===== config.mk =====
export PLATFORM = sky130hd
export DESIGN_NAME = fetch
export DESIGN_NICKNAME = d
export VERILOG_FILES = /design/src/rtl/bf8b_pkg.sv /design/src/rtl/fetch.sv
export SDC_FILE = /design/constraint.sdc
export NUM_CORES = 1
export LEC_CHECK = 0
export ABC_AREA = 1
export CORE_ASPECT_RATIO = 1.5
export CORE_UTILIZATION = 35
export CTS_CLUSTER_DIAMETER = 40
export CTS_CLUSTER_SIZE = 25
export DETAILED_ROUTE_END_ITERATION = 8
export SLEW_MARGIN = 20
export SYNTH_ARGS = -nofsm -noshare
export SYNTH_HDL_FRONTEND = slang
export SYNTH_SLANG_ARGS = --single-unit

===== constraint.sdc =====
create_clock -name clk -period 4.49 [get_ports clk]
set_clock_uncertainty 0.15 [all_clocks]
set_input_delay 0.6735 -clock clk [delete_from_list [all_inputs] [get_ports clk]]
set_output_delay 0.6735 -clock clk [all_outputs]
set_load 0.1 [all_outputs]

===== src/rtl/bf8b_pkg.sv =====
// Shared definitions for the bf8b core: opcode constants, fetch state encoding, width defaults.
// Latency: n/a (definitions only).
// Backpressure: n/a.
package bf8b_pkg;

    // Default datapath widths for the fetch stage
    localparam int DEF_M_WIDTH    = 8;
    localparam int DEF_INST_WIDTH = 32;
    localparam int DEF_ADDR_WIDTH = 8;

    // Major opcodes seen by decode (low 7 bits of the instruction word)
    localparam logic [6:0] OP_LUI     = 7'b0110111;
    localparam logic [6:0] OP_AUIPC   = 7'b0010111;
    localparam logic [6:0] OP_JAL     = 7'b1101111;
    localparam logic [6:0] OP_JALR    = 7'b1100111;
    localparam logic [6:0] OP_BRANCH  = 7'b1100011;
    localparam logic [6:0] OP_LOAD    = 7'b0000011;
    localparam logic [6:0] OP_STORE   = 7'b0100011;
    localparam logic [6:0] OP_IMM     = 7'b0010011;
    localparam logic [6:0] OP_INTEGER = 7'b0110011;

    // Fetch controller state encoding
    typedef enum logic [1:0] {
        IDLE  = 2'd0,
        FETCH = 2'd1,
        DONE  = 2'd2
    } fetch_state_t;

endpackage


===== src/rtl/fetch.sv =====
// Instruction fetch: reads INST_WIDTH/M_WIDTH bytes from pc upward, assembles them little-endian. Optional FETCH_ALIGN_CHECK_EN faults misaligned pc.
// Latency: NBEATS+1 cycles from en to the ready pulse with zero-wait memory; next en sampled one cycle after ready.
// Backpressure: mem_ready=0 stalls a beat indefinitely with mem_rd_en/mem_addr held; en and pc are ignored while busy.
module fetch
    import bf8b_pkg::*;
#(
    parameter int M_WIDTH    = DEF_M_WIDTH,
    parameter int INST_WIDTH = DEF_INST_WIDTH,
    parameter int ADDR_WIDTH = DEF_ADDR_WIDTH
) (
    input  logic                  clk,
    input  logic                  rst,
    input  logic                  en,
    input  logic [ADDR_WIDTH-1:0] pc,
    output logic                  mem_rd_en,
    output logic [ADDR_WIDTH-1:0] mem_addr,
    input  logic [M_WIDTH-1:0]    mem_data_in,
    input  logic                  mem_ready,
    output logic [INST_WIDTH-1:0] inst,
    output logic                  ready,
    output logic                  busy,
    output logic                  fault
);

    localparam int NBEATS = INST_WIDTH / M_WIDTH;
    localparam int CNT_W  = (NBEATS > 1) ? $clog2(NBEATS) : 1;
    localparam logic [CNT_W-1:0] LAST_CNT = CNT_W'(NBEATS - 1);

    fetch_state_t          state;
    fetch_state_t          state_nxt;
    logic [CNT_W-1:0]      cnt;
    logic [ADDR_WIDTH-1:0] base;
    logic [INST_WIDTH-1:0] asm_word;
    logic [INST_WIDTH-1:0] asm_nxt;
    logic                  misaligned;
    logic                  start;
    logic                  beat;
    logic                  last_beat;

`ifdef FETCH_ALIGN_CHECK_EN
    localparam logic [ADDR_WIDTH-1:0] NB_A = ADDR_WIDTH'(NBEATS);
    assign misaligned = (pc % NB_A) != '0;
`else
    assign misaligned = 1'b0;
`endif

    // mem_rd_en is high for the whole of FETCH, so a beat is just FETCH & mem_ready
    assign start     = (state == IDLE) && en && !misaligned;
    assign beat      = (state == FETCH) && mem_ready;
    assign last_beat = beat && (cnt == LAST_CNT);

    // Merge the arriving beat into the partial word at its little-endian slot
    always_comb begin
        asm_nxt = asm_word;
        asm_nxt[int'(cnt) * M_WIDTH +: M_WIDTH] = mem_data_in;
    end

    // State register
    always_ff @(posedge clk) begin
        if (rst) begin
            state <= IDLE;
        end else begin
            state <= state_nxt;
        end
    end

    // Next-state logic
    always_comb begin
        state_nxt = state;
        case (state)
            IDLE:    if (start) state_nxt = FETCH;
            FETCH:   if (last_beat) state_nxt = DONE;
            DONE:    state_nxt = IDLE;
            default: state_nxt = IDLE;
        endcase
    end

    // Outputs decoded from state
    always_comb begin
        busy = (state == FETCH) || (state == DONE);
    end

    // Datapath: request address sequencing, beat capture, and word publication
    always_ff @(posedge clk) begin
        if (rst) begin
            cnt       <= '0;
            base      <= '0;
            mem_rd_en <= 1'b0;
            mem_addr  <= '0;
            asm_word  <= '0;
            inst      <= '0;
            ready     <= 1'b0;
        end else begin
            ready <= last_beat;
            if (start) begin
                base      <= pc;
                cnt       <= '0;
                mem_addr  <= pc;
                mem_rd_en <= 1'b1;
            end
            if (beat) begin
                asm_word <= asm_nxt;
                if (last_beat) begin
                    inst      <= asm_nxt;
                    mem_rd_en <= 1'b0;
                end else begin
                    cnt      <= cnt + 1'b1;
                    mem_addr <= base + ADDR_WIDTH'(cnt) + ADDR_WIDTH'(1);
                end
            end
        end
    end

`ifdef FETCH_ALIGN_CHECK_EN
    // Single-cycle fault pulse for a misaligned start request; no access is made
    always_ff @(posedge clk) begin
        if (rst) begin
            fault <= 1'b0;
        end else begin
            fault <= (state == IDLE) && en && misaligned;
        end
    end
`else
    assign fault = 1'b0;
`endif

endmodule

### After elaboration in Yosys (flattened, before gate mapping)

Cells that the tools add are included.

* add/subtract/negate cells: 4
* equal/unequal tests: 5
* shift operators: 2
* muxes and demuxes: 13
* reductions and logical operators: 7

Operators with widths (number)
* $neg 5->33: 1
* $shift 8x33->32 const A: 1
* $shiftx 8x33->32: 1
* $bwmux 32: 1
* $mux 8: 3
* $mux 2: 5
* $add 8x1->8 const B: 1
* $add 8x2->8: 1
* $eq 2x2->1 const B: 2
* $ne 2x2->1 const B: 2
* $pmux 2 s2: 1
* $reduce_and 2->1: 2
* $logic_and 1x1->1: 3
* $mux 1: 3
* $add 2x1->2 const B: 1
* $eq 2x1->1 const B: 1
* $logic_not 2->1: 1
* $logic_or 1x1->1: 1

* flip-flop bits (word level): 86
* input port bits: 20
* output and inout bits: 44
* word-level logic and storage cells: 39

### Depth between registers and ports, before layout

Gate-level depths: netlist of run 1.

* depth in word-level cells: 5
* mapped depth: 11

### Least setup slack after synthesis of run 1

Ideal clock, no wire load.

* kind: reg2out
* from: reg state[0]
* to: out busy
* arrival time: 1254 ps
* required time: 3667 ps
* slack: 2413 ps
* cell stages (with the launch flop): 3
* path through: dfxtp_1 inv_1 ha_1

* longest elaborated chain between the ends: 2
* elaborated cells between the ends (all ways): 3

Ends and longest elaborated chain
* start: declaration: RTL line fetch.sv:29 `fetch_state_t state;`
* start signal: assignment: RTL line fetch.sv:63 `state <= state_nxt;`
* $eq 2x1->1 or $eq 2x2->1 (tied branches): RTL line fetch.sv:80 `busy = (state == FETCH) || (state == DONE);`
* $logic_or 1x1->1 *: RTL line fetch.sv:80
* end: declaration: RTL line fetch.sv:21 `output logic busy,`

Every way passes the cells marked *; elsewhere a longest branch is shown, timed or not.

### Worst setup path after layout of run 1

Ends and elaborated chain as after synthesis.

==> results_dict.tcl, run 1 <==
set metrics [dict create \
    status "finished, final reports clean" \
    slew_violations 0 \
    tns_ps 0 \
    ys_ff_latch 78 \
    core_sq_mm 0.0101 \
    path_clk_slew_ps 60 \
    p_per_area_mw_per_mm2 525 \
    post_cts_buffers 0 \
    wire_per_inst_um 12.7 \
    grt_pass1_wl_mm 14.9 \
    cts.sinks 78 \
    cts_resized 0 \
    clk_latency_ps 330 \
    syn-cell-area_sq_mm 0.00364 \
    cp.arrival_ps 2200 \
    yosysSeqAreaShare_pct 42.9 \
    gp_congestion 0.829 \
    syn_avg_cell_area_sq_um 6.70 \
    syn_nets 576 \
    cp_max_fo 4 \
    total_power_mw 2.40 \
    grt_pass1_vias 3151 \
    synthTopCellsByArea "dfxtp_1 43%, nand2_1 19%, nor2_1 6.3%" \
    max_freq_ghz 0.330 \
    slew_headroom_pct 33.9 \
    diodes 0 \
    synth_top_area_cell "dfxtp_1" \
    grt_usage_pct 17.7 \
    syn_to_final_growth_pct 25.6 \
    yosysWarnings 0 \
    multi_input_area_sq_mm 0.00169 \
    setup_violations 0 \
    seq_area_sq_mm 0.00156 \
    crit_required_ps 3670 \
    row_count 45 \
    chipHeight_um 127 \
    final_antenna_net_count 0 \
    max-vdd-ir-drop_uv 390 \
    htree_levels 3 \
    vias 3402 \
    fin_nets 628 \
    start_kind "flip-flop" \
    crit_path_end_kind "output port" \
    fin_crit_ps 3030 \
    hpwlAfterDp_mm 6.46 \
    grt_antenna_before_repair 0 \
    first_iter_violations 199 \
    hp-class "flip-flop to flip-flop" \
    cap_violations 0 \
    die_x_um 85.3 \
    worstSetupPathType "flip-flop to output port" \
    routed_via_density 4.75 \
    hold_viol_final 0 \
    rsz0062_at_grt "false" \
    post-route-period-util_pct 67.4 \
    tightest_slew_ps 988 \
    drtPass1Iterations 5 \
    post-synth-top-area-fraction_pct 42.9 \
    ctsHoldBuffers 0 \
    leakage_nw 2.10 \
    io_pins 64 \
    grt_max_degree 37 \
    cts_tree "built" \
    start_util_pct 35.9 \
    ys_types 25 \
    port_buffers 62 \
    cts_made_buffers 9 \
    drc 0 \
    wirelength_mm 9.10 \
    die_area_sq_mm 0.0108 \
    syn_inst 544 \
    grt.overflow.total 0 \
    clockBufferDepth 2 \
    cts_root_buffer "clkbuf_16" \
    num-fill-cells 1067 \
    layout-drive-gt1-share_pct 5.18 \
]
synth_stat cells (all sizes together):
cell type and n:
nand2 188, dfxtp 78, inv 70, nor2 65, a21oi 32, nand3 30
o21ai 22, buf 19, ha 11, nand4 9, o211ai 8, clkbuf 6
a31oi 1, clkinv 1, conb 1, fa 1, o21bai 1, xor2 1
logic make-up after synthesis:
group | share of synthesized area, %
AND/OR/NAND/NOR | 32.4
buffers and inverters | 10.6
flip-flops | 42.9
AO/OA/AOI/OAI | 9.45
adder cells (fa/ha/maj) | 4.33
XOR/XNOR | 0.241
other | 0.103
routing by layer:
layer	GRT usage [%]	up-vias	part of all wire, %
met5	0	-	0
met4	7.25	0	2.0
met3	4.23	13	4.7
met2	32.2	87	52
met1	19.6	1516	42
li1	-	1786	-
sequential cells by signal, summed over array words and instances (netlist names):
signal     cells
asm_word      24
base           8
cnt            2
inst          32
mem_addr       8
mem_rd_en      1
ready          1
state          2
report_power, final:
group	switching (mW)	internal, mW
logic	0.648	0.257
clock network	0.262	0.381
registers	0.0584	0.793
total	0.969	1.43
area by class of cell:
| cell class | instances | share of cell area, % |
|---|---|---|
| Clock buffer | 12 | 5.39 |
| Clock inverter | 2 | 0.219 |
| Inverter | 71 | 5.83 |
| Multi-Input combinational cell | 370 | 37.0 |
| Sequential cell | 78 | 34.1 |
| Tap cell | 117 | 3.20 |
| Timing Repair Buffer | 66 | 14.2 |
critical path: stages, from the launching register on:
cell and delay [ps]:
dfxtp_1 380, inv_1 80, ha_1 280, clkdlybuf4s50_1 1130
cell usage in the layout (no fill, tap or decap), types with 4 or more instances in the layout:
master / synthesis / layout
o211ai_1: 8 / 8
o21ai_0: 11 / 11
inv_1: 60 / 60
a21oi_1: 32 / 32
inv_2: 10 / 10
buf_4: 2 / 4
o21ai_1: 11 / 11
nand2_1: 187 / 187
nand3_1: 30 / 30
nand4_1: 9 / 9
nor2_1: 61 / 61
clkdlybuf4s50_1: 0 / 62
dfxtp_1: 78 / 78
ha_1: 11 / 11
clkbuf_16: 0 / 9
stage by stage:
| step | utilization [%] | instances | hold slack [ps] | cell area [sq um] | setup slack, ps |
|---|---|---|---|---|---|
| global route | 45.1 | 716 | 318 | 4570 | 1370 |
| detailed placement | 42.6 | 702 | 282 | 4320 | 1320 |
| floorplan | - | 544 | 294 | 3640 | 2410 |
| finish | 45.1 | 716 | 292 | 4570 | 1460 |
| CTS | 45.1 | 716 | 297 | 4570 | 1450 |
| global placement | 42.6 | 702 | 282 | 4320 | 1380 |
final timing paths:
check | startpoint | to | slack, ps | cells after the start
worst max-delay path | state[0] | busy | 1460 | 3
worst min-delay path | inst[30] | inst[30] | 290 | 2
worst max register to register | state[1] | inst[12] | 1800 | 9
worst min register to register | inst[30] | inst[30] | 290 | 2
Power figures use the tool's default switching activity.
==> run 2: changes to the inputs <==
- clock period: 4.49 -> 3 ns (I/O delays scaled with it)
==> run 2 against run 1 <==
Non-clock buffer count grew 3. Global-route usage up 0.12 points. Count of clock-buffer cells in the layout down 1. Largest cell class unchanged. Largest power group unchanged.
==> results_dict.tcl, run 2 (synthesized netlist as in run 1, its figures left out) <==
set metrics [dict create \
    cap_violations 0 \
    row_count 45 \
    port_buffers 62 \
    cts_made_buffers 9 \
    clk_latency_ps 330 \
    core_sq_mm 0.0101 \
    status "finished, final reports clean" \
    r2r_start "cnt[0]" \
    die_x_um 85.3 \
    wl_met2_mm 4.74 \
    rsz0062_at_grt "false" \
    gp_congestion 0.835 \
    cts_root_buffer "clkbuf_16" \
    wl_met1_mm 3.79 \
    cts_tree "built" \
    reg2reg_depth 8 \
    slew_violations 0 \
    hp-class "flip-flop to flip-flop" \
    cts_resized 0 \
    slowest_stage "dfxtp_1" \
    drtPass1Iterations 4 \
    hpwlAfterDp_mm 6.49 \
    diodes 0 \
    min_path_cells 2 \
    p_per_area_mw_per_mm2 834 \
    max-vdd-ir-drop_uv 705 \
    fin_nets 631 \
    grt_pass1_wl_mm 14.9 \
    rrSetupSlack_ps 1060 \
    path_cells "inv_1 > ha_1 > buf_4" \
    slew_headroom_pct 52.3 \
    hold_end "inst[24]" \
    grt_antenna_before_repair 0 \
    leakage_nw 2.23 \
    grt_pass1_vias 3289 \
    io_pins 64 \
    ctsHoldBuffers 0 \
    first_iter_violations 134 \
    grt_usage_pct 17.8 \
    layout_common_cells "187 x nand2_1, 78 x dfxtp_1, 61 x nor2_1, 60 x inv_1, 50 x buf_4" \
    regToRegEndpoint "mem_addr[3]" \
    cpPeakStageDelay_ps 380 \
    clockBufferDepth 2 \
    regMostFlops "inst" \
    path_clk_slew_ps 60 \
    grt_max_degree 33 \
    die_area_sq_mm 0.0108 \
    max_freq_ghz 0.512 \
    chipHeight_um 127 \
    largest_reg_flops 32 \
    top_regs "inst x32, asm_word x24" \
    tns_ps 0 \
    final_antenna_net_count 0 \
    num-fill-cells 1083 \
    hold_viol_final 0 \
    grt.overflow.total 0 \
    cts.sinks 78 \
    setup_violations 0 \
    wire_per_inst_um 12.5 \
    cp.arrival_ps 1350 \
    top_layer "met4" \
    worstSetupPathType "flip-flop to output port" \
    cp_num_buf_inv 2 \
    wirelength_mm 9.04 \
    path_delay_family "flip-flops" \
    hp-start "inst[24]" \
    layout-drive-gt1-share_pct 13.4 \
    routed_via_density 4.77 \
    tightest_slew_ps 715 \
    final_common_cell "nand2_1" \
    post_cts_buffers 0 \
    wl_met3_um 346 \
    drc 0 \
    start_util_pct 35.9 \
    crit_cells 3 \
    syn_to_final_growth_pct 25.4 \
    cp_max_fo 4 \
    fin_util_pct 45.1 \
    vias 3440 \
    post-route-period-util_pct 65.2 \
    crit_path_end_kind "output port" \
    htree_levels 3 \
    critPathLaunch "state[0]" \
    fin_crit_ps 1950 \
    start_kind "flip-flop" \
    crit_required_ps 2400 \
]
[run 2: changes by cell type in the layout (fill, tap and decap cells not counted), moves of 2 or more]
cell,previous run,this run
clkdlybuf4s50_1,62,19
clkbuf_1,2,0
buf_4,4,50
bufinv_16,0,2
[run 2: where the power goes]
part           switching (mW)  leakage (nW)  internal [mW]
combinational           0.979          1.44          0.376
sequential             0.0737         0.634           1.19
clock                   0.421         0.162          0.773
[run 2: final cells by class]
cell class                 count  area, sq um  share of cell area (%)
clock buffer                  11          253                    5.53
clock inverter                 5         81.3                    1.78
inverter                      71          267                    5.84
multi-input combinational    370         1690                    37.1
sequential                    78         1560                    34.2
tap                          117          146                    3.21
timing repair buffer          69          566                    12.4
[run 2: routing by layer]
metal / track usage, % / vias up
met5: 0 / -
met4: 8.14 / 0
met3: 3.71 / 11
met2: 32.7 / 69
met1: 19.4 / 1569
li1: - / 1791
[run 2: through the flow]
step	hold slack, ps	std cells	cell area, sq um	power, mW	worst slack (ps)
2_1_floorplan	294	544	3640	2.35	1150
3_3_place_gp	287	705	4230	2.62	780
3_5_place_dp	292	705	4230	2.65	749
4_1_cts	304	721	4570	3.86	1020
5_1_grt	323	721	4570	4.05	905
6_report	297	721	4570	3.81	1050
[run 2: worst max path at each step]
stage	endpoint	slack [ps]
after floorplan	busy	1150
after global placement	inst[30]	780
after detailed placement	inst[23]	750
after CTS	busy	1020
after global routing	inst[2]	910
final	busy	1050
[run 2: tightest hold or removal path, delay by kind of cell (launching register included)]
kind / cells / cell delay (ps)
simple gates: 2 / 100
flops: 1 / 310
